## config.mk

```make
export PLATFORM = sky130hd
export DESIGN_NAME = ex_muldiv
export DESIGN_NICKNAME = d
export VERILOG_FILES = /design/src/rtl/mdu_pkg.sv /design/src/rtl/ex_muldiv.sv
export SDC_FILE = /design/constraint.sdc
export NUM_CORES = 1
export LEC_CHECK = 0
export CAP_MARGIN = 20
export CELL_PAD_IN_SITES_DETAIL_PLACEMENT = 1
export CELL_PAD_IN_SITES_GLOBAL_PLACEMENT = 2
export CORE_MARGIN = 2
export CORE_UTILIZATION = 37
export DETAILED_ROUTE_END_ITERATION = 10
export MAX_ROUTING_LAYER = met4
export PLACE_DENSITY = 0.95
export SLEW_MARGIN = 40
export SYNTH_ARGS = -nofsm -noshare
export SYNTH_HDL_FRONTEND = slang
export SYNTH_SLANG_ARGS = --single-unit
```

## constraint.sdc

```tcl
create_clock -name clk -period 5.3 [get_ports clk]
set_clock_uncertainty 0.05 [all_clocks]
set_input_delay 1.06 -clock clk [delete_from_list [all_inputs] [get_ports clk]]
set_output_delay 1.06 -clock clk [all_outputs]
set_load 0.02 [all_outputs]
```

## src/rtl/mdu_pkg.sv

```systemverilog
// Shared encodings for the EX-stage multiply/divide unit.
package mdu_pkg;

    localparam logic [2:0] OP_MULT  = 3'd0;
    localparam logic [2:0] OP_MULTU = 3'd1;
    localparam logic [2:0] OP_DIV   = 3'd2;
    localparam logic [2:0] OP_DIVU  = 3'd3;
    localparam logic [2:0] OP_MTHI  = 3'd4;
    localparam logic [2:0] OP_MTLO  = 3'd5;

    localparam int unsigned STEP_COUNT = 32;

    typedef enum logic [1:0] {
        StIdle,
        StCalc,
        StFix
    } state_e;

    // Two's-complement negate when neg is set.
    function automatic logic [31:0] neg_if(input logic [31:0] v, input logic neg);
        return neg ? (32'd0 - v) : v;
    endfunction

endpackage

```

## src/rtl/ex_muldiv.sv

```systemverilog
// Iterative MULT/MULTU/DIV/DIVU unit holding the architectural HI/LO registers.
// Operands are reduced to magnitudes at issue, 32 radix-2 steps run in CALC,
// and signs are reapplied in FIX, where HI/LO are committed.
module ex_muldiv
    import mdu_pkg::*;
(
    input  logic        clk,
    input  logic        rst_n,
    input  logic        start,
    input  logic [2:0]  op,
    input  logic [31:0] srcl,
    input  logic [31:0] rtdata,
    input  logic        flush,
    input  logic        hilo_use,
    output logic        busy,
    output logic        done,
    output logic        stall,
    output logic [31:0] hi,
    output logic [31:0] lo
);

    state_e      state_q, state_d;
    logic [5:0]  cnt_q;
    logic [63:0] acc_q;          // mul: {partial, multiplier}; div: {remainder, quotient}
    logic [31:0] b_q;            // multiplicand / divisor magnitude
    logic [31:0] dvd_q;          // raw dividend, returned as HI on divide by zero
    logic        is_div_q, neg_res_q, neg_rem_q, div_zero_q;
    logic [31:0] hi_q, lo_q;
    logic        mt_done_q;

    logic        issue_ok, is_mdu, is_mt, signed_op, a_neg, b_neg;
    logic [31:0] a_mag, b_mag;
    logic [32:0] mul_sum, rem_shift, div_diff;
    logic        q_bit;
    logic [63:0] mul_next, div_next, prod_fix;
    logic [31:0] fix_hi, fix_lo;

    assign issue_ok  = (state_q == StIdle) && start && !flush;
    assign is_mdu    = (op[2] == 1'b0);
    assign is_mt     = (op == OP_MTHI) || (op == OP_MTLO);
    assign signed_op = (op == OP_MULT) || (op == OP_DIV);
    assign a_neg     = signed_op && srcl[31];
    assign b_neg     = signed_op && rtdata[31];
    assign a_mag     = neg_if(srcl, a_neg);
    assign b_mag     = neg_if(rtdata, b_neg);

    // One radix-2 step of shift-add multiply and restoring divide, plus sign fixup.
    always_comb begin
        mul_sum   = {1'b0, acc_q[63:32]} + (acc_q[0] ? {1'b0, b_q} : 33'd0);
        mul_next  = {mul_sum, acc_q[31:1]};
        rem_shift = {acc_q[63:32], acc_q[31]};
        // Remainder stays below the divisor, so bit 32 of the difference is the borrow.
        div_diff  = rem_shift - {1'b0, b_q};
        q_bit     = ~div_diff[32];
        div_next  = {(q_bit ? div_diff[31:0] : rem_shift[31:0]), acc_q[30:0], q_bit};
        prod_fix  = neg_res_q ? (64'd0 - acc_q) : acc_q;
        fix_hi    = prod_fix[63:32];
        fix_lo    = prod_fix[31:0];
        if (is_div_q) begin
            if (div_zero_q) begin
                fix_hi = dvd_q;
                fix_lo = 32'hFFFF_FFFF;
            end else begin
                fix_hi = neg_if(acc_q[63:32], neg_rem_q);
                fix_lo = neg_if(acc_q[31:0], neg_res_q);
            end
        end
    end

    // State register.
    always_ff @(posedge clk) begin
        if (!rst_n) begin
            state_q <= StIdle;
        end else begin
            state_q <= state_d;
        end
    end

    // Next-state logic; flush always returns to idle.
    always_comb begin
        state_d = state_q;
        unique case (state_q)
            StIdle: if (issue_ok && is_mdu) state_d = StCalc;
            StCalc: begin
                if (flush) begin
                    state_d = StIdle;
                end else if (cnt_q == 6'(STEP_COUNT - 1)) begin
                    state_d = StFix;
                end
            end
            StFix:  state_d = StIdle;
            default: state_d = StIdle;
        endcase
    end

    // Status outputs; a flushed FIX cycle neither commits nor reports done.
    always_comb begin
        busy  = (state_q != StIdle);
        done  = ((state_q == StFix) && !flush) || mt_done_q;
        stall = hilo_use && busy;
    end

    // Datapath, counter and architectural HI/LO.
    always_ff @(posedge clk) begin
        if (!rst_n) begin
            cnt_q      <= '0;
            acc_q      <= '0;
            b_q        <= '0;
            dvd_q      <= '0;
            is_div_q   <= 1'b0;
            neg_res_q  <= 1'b0;
            neg_rem_q  <= 1'b0;
            div_zero_q <= 1'b0;
            hi_q       <= '0;
            lo_q       <= '0;
            mt_done_q  <= 1'b0;
        end else begin
            mt_done_q <= issue_ok && is_mt;
            unique case (state_q)
                StIdle: begin
                    if (issue_ok && is_mdu) begin
                        acc_q      <= {32'd0, a_mag};
                        b_q        <= b_mag;
                        dvd_q      <= srcl;
                        cnt_q      <= '0;
                        is_div_q   <= op[1];
                        neg_res_q  <= a_neg ^ b_neg;
                        neg_rem_q  <= a_neg;
                        div_zero_q <= (rtdata == 32'd0);
                    end
                    if (issue_ok && (op == OP_MTHI)) hi_q <= srcl;
                    if (issue_ok && (op == OP_MTLO)) lo_q <= srcl;
                end
                StCalc: begin
                    acc_q <= is_div_q ? div_next : mul_next;
                    cnt_q <= cnt_q + 6'd1;
                end
                StFix: begin
                    if (!flush) begin
                        hi_q <= fix_hi;
                        lo_q <= fix_lo;
                    end
                end
                default: ;
            endcase
        end
    end

    assign hi = hi_q;
    assign lo = lo_q;

endmodule

```

==> metrics.log <==
[metrics] Ports: 139
[metrics] clk slew on worst S/H paths: 0.06 ns
[metrics] Post-synth ARST share: 0%
[metrics] depth of the most critical reg-to-reg path: 13
[metrics] hold path depth: 2
[metrics] EDFF count, synth: 0
[metrics] Post-Place Cell Area: 0.0178 mm2
[metrics] total global routing overflow: 0
[metrics] Inserted Clock Buffers: 27
[metrics] post-synthesis cell type count: 82
[metrics] Antenna Cells: 0
[metrics] effective utilization at floorplan: between 30 and 40%
[metrics] number of sinks driven by the clock tree: 205
[metrics] worst-case clock buffer depth: 3
[metrics] area of the core region: ~0.043 mm2
[metrics] overall track demand over capacity in global routing: between 20% and 30%
[metrics] slew at the pin closest to its max-slew limit: 0.880 ns
[metrics] launching point of the worst reg2reg path: acc_q[31]
[metrics] area added between synthesis and finish: 16.1%
[metrics] Relative slew margins: 41.1%
[metrics] die area: 0.0450 mm2
[metrics] Vias: 16800
[metrics] most numerous cell in the Yosys netlist: nand2_1
[metrics] power share of the clock group: 41.6%
[metrics] fraction of layout cells with a size suffix above 1: between 5 and 6%
[metrics] count of nets after finishing: 2332
[metrics] multi-input gate area in the final layout: 0.0110 mm2
[metrics] Tmin final: 4.31 ns
[metrics] Syn Inst Count: 2166
[metrics] final-layout fill cell count: about 5200
[metrics] most used cell along the critical path: clkdlybuf4s50_1
[metrics] type of element launching the critical path: primary input
[metrics] row count: 76
[metrics] Slew Viols, Final: 0
[metrics] total half-perimeter wirelength after legalization and detailed placement: between 40 and 50 mm
[metrics] classification of the worst-slack hold path: reg2reg
[metrics] IO Port Bufs: 138
[metrics] # Post-CTS Setup Buffers: 0
[metrics] Top Usage Layer GRT: met2
[metrics] DRC marker count from the first detailed-route iteration: 1058
[metrics] FF/Latch Area: roughly 0.0041 mm2
[metrics] post-detailed-route wirelength per cell: 21.3 um
[metrics] switching share of power: a little under a third
[metrics] met3 track utilization from global routing: 2.53%
[metrics] worst reg2reg setup slack: 1.27 ns
[metrics] Pwr Density: 228 mW/mm2
[metrics] DR DRC count: 0
[metrics] CTS resizes: 0
[metrics] Setup violations, final: 0
[metrics] Sequential Power Share: 38.9%
[metrics] count of state elements after synthesis: 205
[metrics] Commonest cells post-synth: 252 x nand2_1, 207 x a21oi_1, 205 x dfxtp_1, 179 x nor2_1, 147 x o21ai_0
[metrics] number of antenna violations at the first check in global routing: 0
[metrics] Yosys top cell area share: approximately a quarter
[metrics] H-tree levels: 1
[metrics] setup repair after global routing missed its margin: no
[metrics] Total Neg Setup Slack: 0 ns
[metrics] critical hold path startpoint: lo[27]
[metrics] horizontal die dimension: 212 um
[metrics] pre-CTS WS: 0.928 ns
[metrics] crit-path cells: clkdlybuf4s50_1 -> nor2_1 -> or2_2 -> clkdlybuf4s50_1
[metrics] M2 GR Usage: 44.5%
[metrics] sequential cell area fraction in the yosys report: 25.6%
[metrics] pin count of the biggest net entering global routing: 81
[metrics] share of the clock period used by the worst path after layout: 81.3%
[metrics] critical-path cell with the highest stage delay: nor2_1
[metrics] count of final hold-check violations: 0
[metrics] Post-DRT Antenna Nets: 0
[metrics] FF-to-FF End: acc_q[57]
[metrics] dominant cells by area after synthesis: dfxtp_1 26%, a21oi_1 6.5%, xnor2_1 6.0%
[metrics] combinational cell fraction of total power: about a fifth
[metrics] number of detailed-route iterations in the first pass: 5
[metrics] outcome: completed
[metrics] count of warnings emitted by yosys: 0
[metrics] post-synth top area cell: dfxtp_1
[metrics] routed via count divided by cell count: between 6 and 7
[metrics] switching power total: 0.00128 W
[metrics] worst ir drop on vdd: 0.214 mV
[metrics] required time of the critical path: 4.19 ns
[metrics] net count after synthesis: 2309
[metrics] Mapped Avg Cell Area: 7.40 um2
[metrics] hold buffer count at CTS: 0
[metrics] Most used DFF post-synth: dfxtp_1
[metrics] arrival time worst endpoint: 3.20 ns
[metrics] Hold EP: lo[27]
[metrics] global-route wire length before repair: 94.3 mm
[metrics] final worst setup slack: 0.993 ns
[metrics] CTS tree: yes
[metrics] Int Power: 0.00296 W
[metrics] cell chosen for the clock root: clkbuf_16
[metrics] Max Clock Freq: roughly 0.23 GHz
[metrics] sum of routed wire length over all layers: 59.4 mm
[metrics] critical path class: in2out
[metrics] CP Max Fanout: 8
[metrics] endpoint class of the critical path: output pin
[metrics] vias in the first global route: between 15000 and 20000
[metrics] clock latency on the worst-skew pair: 0.56 ns
[metrics] DIE HEIGHT: 212 um
[metrics] Max stage delay on crit path: 0.75 ns
[metrics] weighted congestion at the end of routability-driven global placement: 0.947
[metrics] cell area after layout: 0.0186 mm2
[metrics] Maximum Capacitance Violations: 0
[metrics] Cell Area, Synth: 0.0160 mm2
[metrics] met1 Usage GRT: 34.0%
[metrics] leakage: 6.67 nW
[registers in the layout, indices dropped and copies added, names as in the netlist]
signal and count:
lo 32, acc_q 64, div_zero_q 1, state_q 2, b_q 32, neg_rem_q 1
is_div_q 1, hi 32, mt_done_q 1, dvd_q 32, cnt_q 6, neg_res_q 1
[power groups by stage]
| stage | clock (W) | combinational (W) | sequential [W] |
|---|---|---|---|
| after floorplan | 0 | 0.000543 | 0.00166 |
| after global placement | 0 | 0.000794 | 0.00168 |
| after detailed placement | 0 | 0.000817 | 0.00168 |
| after CTS | 0.00179 | 0.000821 | 0.00165 |
| after global routing | 0.00185 | 0.000905 | 0.00165 |
| final | 0.00176 | 0.000827 | 0.00165 |
[critical path, delay by kind of cell]
family	cells	cell delay, ns
buffers and inverters	2	1.16
and+or+nand+nor	2	0.98
[kinds of logic after synthesis]
family	count (synthesis)	share of synthesized area, %
AND/OR/NAND/NOR	676	19.6
AO/OA/AOI/OAI	731	29.7
multiplexers	60	3.76
adder cells (fa/ha/maj)	71	5.64
buffers and inverters	244	5.97
XOR/XNOR	179	9.78
flip-flops	205	25.6
[worst max path at each step]
stage	start	to	slack [ns]	cells after the start
floorplan	srcl[2]	acc_q[28]	1.64	9
global placement	srcl[2]	acc_q[25]	1.02	9
detailed placement	srcl[2]	acc_q[25]	0.93	9
CTS	flush	done	1.02	4
global route	acc_q[0]	acc_q[62]	0.86	13
finish	flush	done	0.99	4
[placed cells by master (no fill, tap or decap), drive strengths merged, types with 6 or more instances in the layout]
master / netlist / layout
nand2: 252 / 252
a311oi: 16 / 16
mux2i: 58 / 58
nand4: 6 / 6
or4: 21 / 21
xor2: 70 / 70
a31oi: 26 / 26
buf: 35 / 35
inv: 65 / 66
o21ai: 150 / 150
nor2: 179 / 179
o221ai: 35 / 35
nor3: 45 / 45
a221oi: 12 / 12
dfxtp: 205 / 205
and3: 9 / 9
and2: 12 / 12
o22ai: 12 / 12
o31a: 6 / 6
or3: 31 / 31
nand3: 46 / 46
a211oi: 78 / 78
nand3b: 7 / 7
nand2b: 24 / 24
ha: 69 / 69
o21a: 15 / 15
o31ai: 28 / 28
clkbuf: 143 / 38
a22oi: 21 / 21
o41ai: 20 / 20
a21oi: 207 / 207
nor4: 16 / 16
nor2b: 12 / 12
a2111oi: 7 / 7
o2111ai: 7 / 7
o211ai: 25 / 25
a21o: 30 / 30
xnor2: 109 / 109
clkdlybuf4s50: 0 / 137
[routing by layer]
layer	vias up	routed length, um
li1	7944	-
met1	8265	26900
met2	437	27900
met3	117	2700
met4	0	1920
met5	-	0
[per-stage QoR]
| step | hold slack [ns] | instances | utilization (%) | power (W) |
|---|---|---|---|---|
| 2_1_floorplan | 0.381 | 2166 | - | 0.00220 |
| 3_3_place_gp | 0.388 | 2745 | 41.4 | 0.00247 |
| 3_5_place_dp | 0.397 | 2745 | 41.5 | 0.00250 |
| 4_1_cts | 0.406 | 2789 | 43.4 | 0.00426 |
| 5_1_grt | 0.425 | 2789 | 43.4 | 0.00441 |
| 6_report | 0.402 | 2789 | 43.4 | 0.00423 |
[final cells by class]
type | instances | share of cell area, %
well taps | 585 | 3.93
clock inverters | 6 | 0.296
repair buffers | 172 | 8.90
inverters | 66 | 1.36
clock buffers | 38 | 4.12
multi-input cells | 1717 | 59.3
flip-flops and latches | 205 | 22.1
Power figures use the tool's default switching activity.
==> RTL change 1: new RTL, same settings <==
Encoding of `state_e`: now one-hot (3 bits for 3 states).
--- a/src/rtl/mdu_pkg.sv
+++ b/src/rtl/mdu_pkg.sv
@@ -10,10 +10,10 @@
 
     localparam int unsigned STEP_COUNT = 32;
 
-    typedef enum logic [1:0] {
-        StIdle,
-        StCalc,
-        StFix
+    typedef enum logic [2:0] {
+        StIdle = 3'b001,
+        StCalc = 3'b010,
+        StFix  = 3'b100
     } state_e;
 
     // Two's-complement negate when neg is set.
Formal check against the unedited RTL: same outputs for any inputs over 4 cycles, from zero or initial values and one cycle with rst_n low; so few cycles prove little.
==> RTL change 1 against the unedited design <==
Sequential cell count grew 1. Synthesized cell count down 0.32%. Wire length down 0.97%. Synthesized area about the same. Critical path depth rose by 9. Count of clock-buffer cells in the layout decreased by 1. Cell area up 0.76%. Total power increased by 1.8%. Clock power rose by 11%. Global-route usage is 0.27 points lower. Worst setup slack improved by 13 ps.
==> RTL change 1: results (changes against the unedited design) <==
| Metric | Value |
|---|---|
| WL/cell | 21.1 µm (was 21.3 µm) |
| Worst slew margin | 0.489 (was 0.411) |
| Net Count, Synth | 2302 (was 2309) |
| Met2 usage | 0.451 (was 0.445) |
| Pin count of the biggest net entering global routing | 66 (was 81) |
| Met3 Usage GRT | 0.0244 (was 0.0253) |
| Clock power share | 0.454 (was 0.416) |
| Met1 Track Usage GR | 0.333 (was 0.340) |
| Sequential portion of the cell area | 0.220 (was 0.221) |
| Multi-input combinational cell count | 1721 (was 1717) |
| DRT iter0 DRCs | 927 (was 1058) |
| Commonest cells in the netlist | 304 x nand2_1, 206 x dfxtp_1, 184 x a21oi_1 (was 252 x nand2_1, 207 x a21oi_1, 205 x dfxtp_1) |
| Sequential fraction of design power | 0.377 (was 0.389) |
| Status | finished clean (unchanged) |
| Lkg Pwr | 7.02 nW (was 6.67 nW) |
| Maximum vdd ir drop | 0.216 mV (was 0.214 mV) |
| Layout cell share with drive strength beyond 1 | 0.0552 (was 0.0504) |
| Number of global-route vias before repair | 16700 (was 17100) |
| Critical Path AT | 4690 ps (was 3200 ps) |
| Total GRT Usage | 0.265 (was 0.268) |
| Library cells used by synthesis | 80 (was 82) |
| Vias | 16400 (was 16800) |
| Clock Buffer Count | 37 (was 38) |
| RR Endpoint | acc_q[60] (was acc_q[57]) |
| CP endpoint kind | register (was primary output) |
| GP Congestion | 0.893 (was 0.947) |
| DR WL met3 | 2.96 mm (was 2.70 mm) |
| Layout clock area frac | 0.0494 (was 0.0442) |
| Crit Path Max Fanout | 40 (was 8) |
| Wire length on met2 | 28.1 mm (was 27.9 mm) |
| HPWL after detailed placement | 43.3 mm (was 44.0 mm) |
==> RTL change 1: kinds of logic after synthesis <==
| kind of cell | after synthesis | share of synthesized area |
|---|---|---|
| xor+xnor | 196 | 0.107 |
| buf+inv | 232 | 0.0560 |
| fa+ha+maj | 71 | 0.0564 |
| flops | 206 | 0.257 |
| mux | 61 | 0.0382 |
| simple gates | 714 | 0.205 |
| compound gates | 679 | 0.280 |
==> RTL change 1: through the flow <==
stage	power (W)	cells	setup WS [ps]	cell area, µm²	hold slack (ps)
floorplan	0.00210	2159	1830	16000	386
global placement	0.00235	2746	951	17800	391
detailed placement	0.00237	2746	888	17800	395
CTS	0.00433	2794	1060	18700	403
global route	0.00446	2795	908	18800	423
finish	0.00431	2795	1010	18800	400
==> RTL change 1: worst max-delay path: cells and delay by family, from the launching register on <==
family	cells	cell delay, ps
AOI/OAI and AO/OA	5	1430
and+or+nand+nor	3	670
DFF	1	610
adders and majority gates	1	480
xor gates and xnor gates	1	190
muxes	1	240
buffers and inverters	2	510
==> RTL change 2: new RTL, same settings <==
Made on the original files. The package constant `STEP_COUNT` goes from 32 to 24.
--- a/src/rtl/mdu_pkg.sv
+++ b/src/rtl/mdu_pkg.sv
@@ -8,7 +8,7 @@
     localparam logic [2:0] OP_MTHI  = 3'd4;
     localparam logic [2:0] OP_MTLO  = 3'd5;
 
-    localparam int unsigned STEP_COUNT = 32;
+    localparam int unsigned STEP_COUNT = 24;
 
     typedef enum logic [1:0] {
         StIdle,
Check against the original RTL: no difference found for any inputs over 4 cycles, from zero or initial values and one cycle with rst_n low; that may be too few to reach the edited logic, so the function may still have changed.
==> RTL change 2 against the unedited design <==
Maximum frequency increased by 3.0%. Wire length increased by 5.4%. Total power is 8.9% higher. Critical path depth grew 10. Via count grew 1.2%. Sequential cell count is the same. Cell area is 2.3% higher. Die area grew 1.8%. Cell count is 1.3% higher. Synthesized area grew 1.9%. Worst setup slack improved by 130 ps.
==> RTL change 2: results (changes against the unedited design) <==
| Metric | Value |
|---|---|
| Routed Antenna Nets | 0 (unchanged) |
| Clk Latency, worst-skew pair | 580 ps (was 560 ps) |
| Library cells used by synthesis | 78 (was 82) |
| Pin count of the biggest net entering global routing | 139 (was 81) |
| Xor and xnor area share after synthesis | 0.106 (was 0.0978) |
| Post-CTS Setup Inserts | 0 (unchanged) |
| Filler cell count | 5314 (was 5238) |
| WL/cell | 22.2 µm (was 21.3 µm) |
| Crit Path Max Fanout | 30 (was 8) |
| Switching Power | 0.00137 W (was 0.00128 W) |
| YS warnings | 0 (unchanged) |
| Vias | 17000 (was 16800) |
| Nets | 2362 (was 2332) |
| Family with the most delay on the worst path | compound AO/OA/AOI/OAI gates (was buffers and inverters) |
| Clock-pin slew on the worst setup and hold paths | 60 ps (about the same) |
| H-tree depth | 1 (unchanged) |
| Status | finished clean (unchanged) |
| CTS sink count | 205 (unchanged) |
| Top_reg_cell synth | dfxtp_1 (unchanged) |
| HPWL after detailed placement | 45.7 mm (was 44.0 mm) |
| Port Buffer Count | 138 (unchanged) |
| First-pass GRT wire length | 99.1 mm (was 94.3 mm) |
| Combinational fraction of design power | 0.183 (was 0.195) |
| DRT iter0 DRCs | 1184 (was 1058) |
| Layout cell share with drive strength beyond 1 | 0.0549 (was 0.0504) |
| GP Congestion | 0.920 (was 0.947) |
| Dpl cell area | 18000 µm² (was 17800 µm²) |
| Adder-Cell Fraction of Synth Area | 0.0553 (was 0.0564) |
| Max reg flops | 64 (unchanged) |
| Most common cell in the netlist | nand2_1 (unchanged) |
| Flop+latch power | 0.00166 W |
| Mux cell area share after synthesis | 0.0346 (was 0.0376) |
| Initial antenna violation count | 1 (was 0) |
| Measured slew at the worst slew-check pin | 798 ps (was 880 ps) |
| Critical Path AT | 4530 ps (was 3200 ps) |
| Commonest cells in the netlist | 336 x nand2_1, 205 x dfxtp_1, 163 x clkbuf_1 (was 252 x nand2_1, 207 x a21oi_1, 205 x dfxtp_1) |
| Slowest cell delay on critical path | 440 ps (was 750 ps) |
| CP max-delay cell | dfxtp_1 (was nor2_1) |
| First-pass iteration count of the detailed router | 5 (unchanged) |
| Maximum vdd ir drop | 0.216 mV (was 0.214 mV) |
| Clock root buffer | clkbuf_16 (unchanged) |
| Post-synthesis async set-or-reset flop share | 0 (unchanged) |
| Net Count, Synth | 2343 (was 2309) |
| Number of buffers created by CTS | 27 (unchanged) |
| Clock buffer depth | 3 (unchanged) |
| Total GRT Usage | 0.273 (was 0.268) |
| Lkg Pwr | 7.37 nW (was 6.67 nW) |
| Register area share after synthesis | 0.251 (was 0.256) |
| Slew Limit Fails | 0 (unchanged) |
| Compound-cell area share of the yosys netlist | 0.266 (was 0.297) |
| Top post-synthesis cells by area | dfxtp_1 25%, nand2_1 7.7%, xnor2_1 6.2% (was dfxtp_1 26%, a21oi_1 6.5%, xnor2_1 6.0%) |
[RTL change 2: worst reg2reg max path, cell delays in order, from the launching register on]
cell and delay, ps:
dfxtp_1 440, inv_1 170, ha_1 270, fa_1 380, nor2b_1 260, o31ai_1 150
a31oi_1 240, a41o_1 380, a211oi_1 170, or2_2 320, o211ai_1 240, buf_4 380
mux2_2 380, nand2_1 60, o311ai_0 110
[RTL change 2: per-layer routing]
metal	global-route usage	vias to the layer above	part of all wire
met5	-	-	0
met4	0.102	0	0.038
met3	0.0330	128	0.052
met2	0.454	508	0.47
met1	0.340	8428	0.44
li1	-	7905	-
[RTL change 2: path summary, 6_finish.rpt]
check	from	to	slack [ps]	cells after the start
max	acc_q[31]	acc_q[41]	1120	14
min	dvd_q[0]	dvd_q[0]	400	2
max reg2reg	acc_q[31]	acc_q[41]	1120	14
min reg2reg	dvd_q[0]	dvd_q[0]	400	2
[RTL change 2: area by class of cell]
| cell class | count | area [µm²] | share of cell area |
|---|---|---|---|
| multi-input combinational | 1748 | 11300 | 0.591 |
| antenna | 1 | 2.50 | 0.000132 |
| clock inverter | 14 | 238 | 0.0125 |
| clock buffer | 35 | 777 | 0.0408 |
| inverter | 62 | 233 | 0.0122 |
| timing repair buffer | 175 | 1690 | 0.0886 |
| sequential | 205 | 4110 | 0.216 |
| tap | 585 | 732 | 0.0385 |
[RTL change 2: metrics by stage]
step | cells | worst slack (ps) | power, W
6_report | 2825 | 1120 | 0.00461
5_1_grt | 2825 | 822 | 0.00477
4_1_cts | 2824 | 1200 | 0.00463
3_5_place_dp | 2775 | 1130 | 0.00252
3_3_place_gp | 2775 | 1120 | 0.00249
2_1_floorplan | 2200 | 1920 | 0.00221
